<file path="src/rtl/song_pkg.sv">
// Shared types and constants for the song sequencer: state encoding,
// field widths of the song ROM word and a word-packing helper.
package song_pkg;

  localparam int NOTE_W    = 6;
  localparam int DUR_W     = 4;
  localparam int ADDR_W    = 6;
  localparam int WORD_W    = NOTE_W + DUR_W;
  localparam int NUM_SONGS = 10;

  // A duration of zero marks the end of a song.
  localparam logic [DUR_W-1:0] END_DUR = '0;

  typedef enum logic [2:0] {
    ST_IDLE  = 3'd0,
    ST_FETCH = 3'd1,
    ST_NOTE  = 3'd2,
    ST_HOLD  = 3'd3,
    ST_DONE  = 3'd4
  } state_e;

  function automatic logic [WORD_W-1:0] mk_word(input logic [NOTE_W-1:0] note,
                                                input logic [DUR_W-1:0]  dur);
    return {note, dur};
  endfunction

endpackage

</file>
<file path="src/rtl/song_rom.sv">
// Registered song ROM. Word = {note_code, dur}; dur == 0 is the end marker.
// Song 9 is a generated 64-note ramp with no end marker, so the end of the
// address space terminates it. Indices 10..15 return an end marker everywhere.
module song_rom
  import song_pkg::*;
(
  input  logic              clk,
  input  logic [3:0]        song_index,
  input  logic [ADDR_W-1:0] note_addr,
  output logic [WORD_W-1:0] data
);

  function automatic logic [WORD_W-1:0] lookup(input logic [3:0]        s,
                                               input logic [ADDR_W-1:0] a);
    logic [WORD_W-1:0] w;
    w = '0;
    case (s)
      4'd0: case (a)
        6'd0:    w = mk_word(6'd12, 4'd2);
        6'd1:    w = mk_word(6'd14, 4'd1);
        6'd2:    w = mk_word(6'd0,  4'd1);
        6'd3:    w = mk_word(6'd16, 4'd1);
        6'd4:    w = mk_word(6'd17, 4'd1);
        6'd5:    w = mk_word(6'd19, 4'd3);
        6'd6:    w = mk_word(6'd21, 4'd1);
        default: w = '0;
      endcase
      4'd1: case (a)
        6'd0:    w = mk_word(6'd20, 4'd1);
        6'd1:    w = mk_word(6'd22, 4'd1);
        6'd2:    w = mk_word(6'd24, 4'd1);
        default: w = '0;
      endcase
      4'd2: case (a)
        6'd0:    w = mk_word(6'd10, 4'd1);
        6'd1:    w = mk_word(6'd11, 4'd1);
        default: w = '0;
      endcase
      4'd3: case (a)
        6'd0:    w = mk_word(6'd30, 4'd2);
        6'd1:    w = mk_word(6'd31, 4'd2);
        default: w = '0;
      endcase
      4'd4: case (a)
        6'd0:    w = mk_word(6'd40, 4'd1);
        6'd1:    w = mk_word(6'd41, 4'd1);
        default: w = '0;
      endcase
      4'd5: case (a)
        6'd0:    w = mk_word(6'd25, 4'd1);
        6'd1:    w = mk_word(6'd27, 4'd1);
        default: w = '0;
      endcase
      4'd6: case (a)
        6'd0:    w = mk_word(6'd33, 4'd2);
        default: w = '0;
      endcase
      4'd7: case (a)
        6'd0:    w = mk_word(6'd0,  4'd2);
        6'd1:    w = mk_word(6'd35, 4'd1);
        default: w = '0;
      endcase
      4'd8: case (a)
        6'd0:    w = mk_word(6'd45, 4'd1);
        6'd1:    w = mk_word(6'd47, 4'd1);
        6'd2:    w = mk_word(6'd48, 4'd2);
        default: w = '0;
      endcase
      4'd9:    w = mk_word(a, 4'd1);
      default: w = '0;
    endcase
    return w;
  endfunction

  // One-cycle read latency.
  always_ff @(posedge clk) begin
    data <= lookup(song_index, note_addr);
  end

endmodule

</file>
<file path="src/rtl/song_sequencer.sv">
// Song sequencer: walks a song in song_rom and drives the tone generator.
// Optional macro SONG_LOOP_EN: the end of a song restarts it from note 0
// instead of parking in DONE.
//
// state | meaning
// IDLE  | silent, waiting for play
// FETCH | one cycle, ROM word for note_addr is being read
// NOTE  | note sounding, beat counter running
// HOLD  | paused, counters and address frozen, tone muted
// DONE  | end of song reached, silent
module song_sequencer
  import song_pkg::*;
#(
  parameter int CLKS_PER_BEAT = 12500000
) (
  input  logic              clk,
  input  logic              resetn,
  input  logic              play,
  input  logic              pause,
  input  logic              restart,
  input  logic [3:0]        song_index,
  output logic [NOTE_W-1:0] note_code,
  output logic              tone_en,
  output logic [ADDR_W-1:0] note_addr,
  output logic              beat_tick,
  output logic              song_done
);

  localparam logic [2:0]  S_IDLE  = ST_IDLE;
  localparam logic [2:0]  S_FETCH = ST_FETCH;
  localparam logic [2:0]  S_NOTE  = ST_NOTE;
  localparam logic [2:0]  S_HOLD  = ST_HOLD;
  localparam logic [2:0]  S_DONE  = ST_DONE;
  localparam logic [23:0] BEAT_TC = 24'(CLKS_PER_BEAT - 1);

  logic [2:0]        state, state_n;
  logic [3:0]        song_idx_q;
  logic [23:0]       beat_cnt, cnt_n;
  logic [DUR_W-1:0]  remaining, rem_n;
  logic [ADDR_W-1:0] addr_n;
  logic [NOTE_W-1:0] code_n;
  logic              tone_n, tick_n, done_n;
  logic              end_hit, idle_hit;
  logic [WORD_W-1:0] rom_word;
  logic [NOTE_W-1:0] rom_note;
  logic [DUR_W-1:0]  rom_dur;

  assign rom_note = rom_word[WORD_W-1:DUR_W];
  assign rom_dur  = rom_word[DUR_W-1:0];

  // The ROM is addressed with next-cycle values so the word for the new
  // address is already valid during the single FETCH cycle.
  song_rom u_rom (
    .clk        (clk),
    .song_index (song_index),
    .note_addr  (addr_n),
    .data       (rom_word)
  );

  // Next-state and next-output decode; restart and song change win over all.
  always_comb begin
    state_n  = state;
    addr_n   = note_addr;
    code_n   = note_code;
    tone_n   = tone_en;
    cnt_n    = beat_cnt;
    rem_n    = remaining;
    tick_n   = 1'b0;
    done_n   = 1'b0;
    end_hit  = 1'b0;
    idle_hit = 1'b0;

    if (state != S_IDLE && (restart || song_index != song_idx_q)) begin
      state_n = S_FETCH;
      addr_n  = '0;
      cnt_n   = '0;
    end else begin
      case (state)
        S_IDLE: begin
          idle_hit = 1'b1;
          if (play) begin
            idle_hit = 1'b0;
            state_n  = S_FETCH;
            addr_n   = '0;
            cnt_n    = '0;
          end
        end
        S_FETCH: begin
          if (rom_dur == END_DUR) begin
            end_hit = 1'b1;
          end else begin
            code_n = rom_note;
            rem_n  = rom_dur;
            cnt_n  = '0;
            if (pause) begin
              state_n = S_HOLD;
              tone_n  = 1'b0;
            end else begin
              state_n = S_NOTE;
              tone_n  = (rom_note != '0);
            end
          end
        end
        S_NOTE: begin
          if (!play && !pause) begin
            idle_hit = 1'b1;
          end else if (pause) begin
            state_n = S_HOLD;
            tone_n  = 1'b0;
          end else if (beat_cnt == BEAT_TC) begin
            tick_n = 1'b1;
            cnt_n  = '0;
            rem_n  = remaining - 1'b1;
            if (remaining == 4'd1) begin
              if (note_addr == {ADDR_W{1'b1}}) begin
                end_hit = 1'b1;
              end else begin
                state_n = S_FETCH;
                addr_n  = note_addr + 1'b1;
              end
            end
          end else begin
            cnt_n = beat_cnt + 1'b1;
          end
        end
        S_HOLD: begin
          if (!play && !pause) begin
            idle_hit = 1'b1;
          end else if (play && !pause) begin
            state_n = S_NOTE;
            tone_n  = (note_code != '0);
          end
        end
        S_DONE: begin
          if (!play && !pause) idle_hit = 1'b1;
        end
        default: idle_hit = 1'b1;
      endcase

      if (end_hit) begin
        done_n = 1'b1;
        code_n = '0;
        tone_n = 1'b0;
        cnt_n  = '0;
        rem_n  = '0;
`ifdef SONG_LOOP_EN
        state_n = S_FETCH;
        addr_n  = '0;
`else
        state_n = S_DONE;
`endif
      end

      if (idle_hit) begin
        state_n = S_IDLE;
        addr_n  = '0;
        code_n  = '0;
        tone_n  = 1'b0;
        cnt_n   = '0;
        rem_n   = '0;
      end
    end
  end

  // State and registered outputs with synchronous active-low reset.
  always_ff @(posedge clk) begin
    if (!resetn) begin
      state      <= S_IDLE;
      song_idx_q <= '0;
      beat_cnt   <= '0;
      remaining  <= '0;
      note_addr  <= '0;
      note_code  <= '0;
      tone_en    <= 1'b0;
      beat_tick  <= 1'b0;
      song_done  <= 1'b0;
    end else begin
      state      <= state_n;
      song_idx_q <= song_index;
      beat_cnt   <= cnt_n;
      remaining  <= rem_n;
      note_addr  <= addr_n;
      note_code  <= code_n;
      tone_en    <= tone_n;
      beat_tick  <= tick_n;
      song_done  <= done_n;
    end
  end

endmodule

</file>
<file path="config.mk">
export PLATFORM = sky130hd
export DESIGN_NAME = song_sequencer
export DESIGN_NICKNAME = d
export VERILOG_FILES = /design/src/rtl/song_pkg.sv /design/src/rtl/song_rom.sv /design/src/rtl/song_sequencer.sv
export SDC_FILE = /design/constraint.sdc
export NUM_CORES = 1
export LEC_CHECK = 0
export ABC_AREA = 1
export ABC_CLOCK_PERIOD_IN_PS = 3300
export BUFFER_PORTS_ARGS = -buffer_cell sky130_fd_sc_hd__buf_2
export CORE_MARGIN = 4
export CORE_UTILIZATION = 45
export DETAILED_ROUTE_END_ITERATION = 10
export GPL_TIMING_DRIVEN = 0
export PLACE_DENSITY = 0.72
export SYNTH_ARGS = -nofsm -noshare
export SYNTH_HDL_FRONTEND = slang
export SYNTH_HIERARCHICAL = 1
export SYNTH_SLANG_ARGS = --single-unit
</file>
<file path="constraint.sdc">
create_clock -name clk -period 3.3 [get_ports clk]
set_input_delay 0.66 -clock clk [delete_from_list [all_inputs] [get_ports clk]]
set_output_delay 0.66 -clock clk [all_outputs]
set_load 0.1 [all_outputs]
</file>
==> results by group <==
Outcome
  • Run status: finished, final reports clean

Floorplan
  • Num ports: 24
  • Die ar.: between 10,000 and 15,000 um2
  • Die height: 101 um
  • Chip width: 101 um
  • Core Area: between 8000 and 9000 um2
  • Row cnt: 33
  • Effective utilization at floorplan: 0.468

Layout
  • Fin area: 4420 um2
  • Fraction of layout cells with a size suffix above 1: 0.137
  • FILL cells: 875
  • Layout area overhead: 13.3%
  • Count of nets after finishing: 678
  • Diodes inserted: 0

GRT
  • Total grt overflow: 0
  • GR Util met3: 0.0374
  • GRT Max-Usage Layer: met2
  • GRT Overall Usage: 0.210
  • Number of global-route vias before repair: between 3,000 and 4,000
  • GRT met2 Usage: 0.348
  • Initial antenna violation count: 0
  • Largest net degree at the start of global routing: 11
  • Met1 usage: 0.272
  • First-pass GRT wire length: 17,300 um

Synthesis
  • Netlist cell types: 42
  • Post-synth EDFFs: 0
  • Synth Instances: 630
  • Register bit total from synthesis: 58
  • Share of the yosys chip area belonging to registers: 0.298
  • Post-synth top flop: dfxtp_1
  • Yosys Warn Count: 6
  • Asr flop ratio synth: 0
  • Post-synth design cell area: 3900 um2
  • Syn Area/Cell: a little over 6 um2

Route
  • Initial DRC Count: 315
  • DR vias: ~4,100
  • Drt wl/cell: 13.1 um
  • Pre-antenna DRT Iters: 5
  • # DRC: 0
  • Detailed Route WL: 10,200 um
  • Routed Antenna Nets: 0
  • Vias/cell: 5.25

CTS
  • Root Buffer: clkbuf_8
  • Post-CTS setup buffer count: 0
  • Clk pin slew, worst setup/hold paths: 0.07 ns
  • Clk Latency, worst-skew pair: 0.34 ns
  • Num CTS Buffers: 9
  • CTS tree: done
  • Hold_buf cts: 0
  • # clock sinks: 58
  • Htree depth: 3
  • Longest Clk Path Bufs: 2
  • Post_cts resized: 0

Worst setup path
  • Setup crit start kind: flop
  • Worst path arrival time: around 3.1 ns
  • Critical path cell sequence: ha_1 > nand2_1 > nor2_1 > nand2_1 > nor2_4 > nand4_1 > inv_1 > nand3_1 > o21ai_0 > inv_1 > nor2_1 > inv_2 > nand2_1 > nor2_1 > nand3_1 > inv_1 > nor2_1 > nand3_1
  • Worst-path fanout max: 6
  • Cell mode on critical path: nor2_1
  • Worst EP required: 3.51 ns
  • Slowest cell on the critical path: dfxtp_1
  • Critical Setup Path Class: reg -> reg
  • Critical Path End Type: flop
  • Crit-path max cell delay: between 0.3 and 0.4 ns

Place
  • HPWL Detailed: just under 8000 um
  • RD Place Congestion: 0.948
  • I/O Buffers: 23
  • DP Area: 4150 um2

Timing
  • Final Setup Violations: 0
  • RSZ-0062 raised after global routing: no
  • Final min period: 2.90 ns
  • Slew Viols, Final: 0
  • FMAX: 0.345 GHz
  • Final hold vios: 0
  • Fin Clk Skew: 0.0126 ns
  • Setup TNS: 0 ns
  • Period utilisation layout: 0.878

Power
  • Pleak: 0.00196 uW
  • Max VDD drop: 0.350 mV
  • Pwr/cell area: 691 nW/um2

Min path
  • Worst hold path type: reg -> reg

Job
  • Max cap viols: 0
## placed cells by master, fill, tap and decap left out, types with 10 or more instances in the layout
cell,count
inv_1,82
nor2_1,105
o21ai_0,28
nand2_1,149
nand4_1,15
a21oi_1,27
clkbuf_8,10
dfxtp_1,58
nor3_1,14
nor2_4,10
buf_2,28
nand3_1,59
## worst max-delay path: cells and delay by family, from the launching register on
kind | cells | cell delay, ns
adders and majority gates | 1 | 0.18
buffers and inverters | 4 | 0.37
DFF | 1 | 0.37
and+or+nand+nor | 12 | 1.78
AOI/OAI and AO/OA | 1 | 0.08
## cells in the mapped netlist, types with 2 or more instances
cell      instances  area [um2]
xnor2_1           4        35.0
o21ai_0          28         140
ha_1              4        50.1
nor3_2            3        30.0
nor3_1           14        70.1
o21ai_1           3        15.0
xor2_1            4        35.0
o31ai_1           4        30.0
inv_2             8        30.0
nor2_1          105         394
nor2_2            8        50.1
nand4_1          15        93.8
nand3_2           2        20.0
buf_4             4        30.0
buf_6             2        22.5
nor3b_1           3        22.5
o21bai_1          2        15.0
dfxtp_1          58        1160
inv_1            82         308
nand2_4           4        45.0
a21oi_1          27         135
nor2_4           10         113
nand2_1         149         559
buf_2             5        25.0
nor4_1            2        12.5
a31oi_1           2        12.5
nand3_1          59         295
nand2_2           5        31.3
## per-layer routing
layer	vias to the layer above	part of all wire
met5	-	0
li1	2087	-
met3	19	0.056
met2	132	0.47
met4	0	0.021
met1	1829	0.46
## metrics by stage
stage / hold slack [ns] / util / setup slack (ns) / cells / total power (uW)
floorplan: 0.434 / - / 0.289 / 631 / 1880
global placement: 0.446 / 0.498 / 0.324 / 759 / 2130
detailed placement: 0.451 / 0.498 / 0.337 / 759 / 2160
CTS: 0.461 / 0.530 / 0.419 / 775 / 3050
global route: 0.483 / 0.530 / 0.0841 / 775 / 3250
finish: 0.464 / 0.530 / 0.404 / 775 / 3050
## report_power, final
part           leakage (uW)  total [uW]  switching [uW]  internal, uW
Clock              0.000134         889             291           598
Combinational       0.00135        1320             963           362
Sequential         0.000472         840            66.3           774
Total               0.00196        3050            1320          1730
## flip-flops by register name, summed over array words and instances (netlist names), 3 cells and up
register	count
note_addr	6
note_code	6
song_idx_q	4
state	3
beat_cnt	24
remaining	4
u_rom/data	8
## worst paths after layout
kind / cells after the start / start / slack (ns) / endpoint
max: 18 / beat_cnt[0]$_SDFFE_PP0P_ / 0.40 / u_rom/data[9]$_DFF_P_
min: 2 / beat_cnt[7]$_SDFFE_PP0P_ / 0.46 / beat_cnt[7]$_SDFFE_PP0P_
max reg2reg: 18 / beat_cnt[0]$_SDFFE_PP0P_ / 0.40 / u_rom/data[9]$_DFF_P_
min reg2reg: 2 / beat_cnt[7]$_SDFFE_PP0P_ / 0.46 / beat_cnt[7]$_SDFFE_PP0P_
## final cells by class
class	count	area [um2]	share of cell area
multi-input combinational	471	2320	0.526
sequential	58	1160	0.263
inverter	91	342	0.0773
clock buffer	11	141	0.0320
tap	105	131	0.0297
clock inverter	5	125	0.0283
timing repair buffer	23	115	0.0261
buffer	11	77.6	0.0176
## kinds of logic (layout without fill, tap and decap cells)
kind of cell | after synthesis | in the layout | synth area share
and+or+nand+nor | 384 | 384 | 0.457
buffers and inverters | 102 | 141 | 0.107
AOI/OAI and AO/OA | 73 | 73 | 0.106
DFF | 58 | 58 | 0.298
xor gates and xnor gates | 8 | 8 | 0.0180
adders and majority gates | 4 | 4 | 0.0128
other | 1 | 2 | 0.000962
No activity file was read; power rests on OpenSTA's default activity.
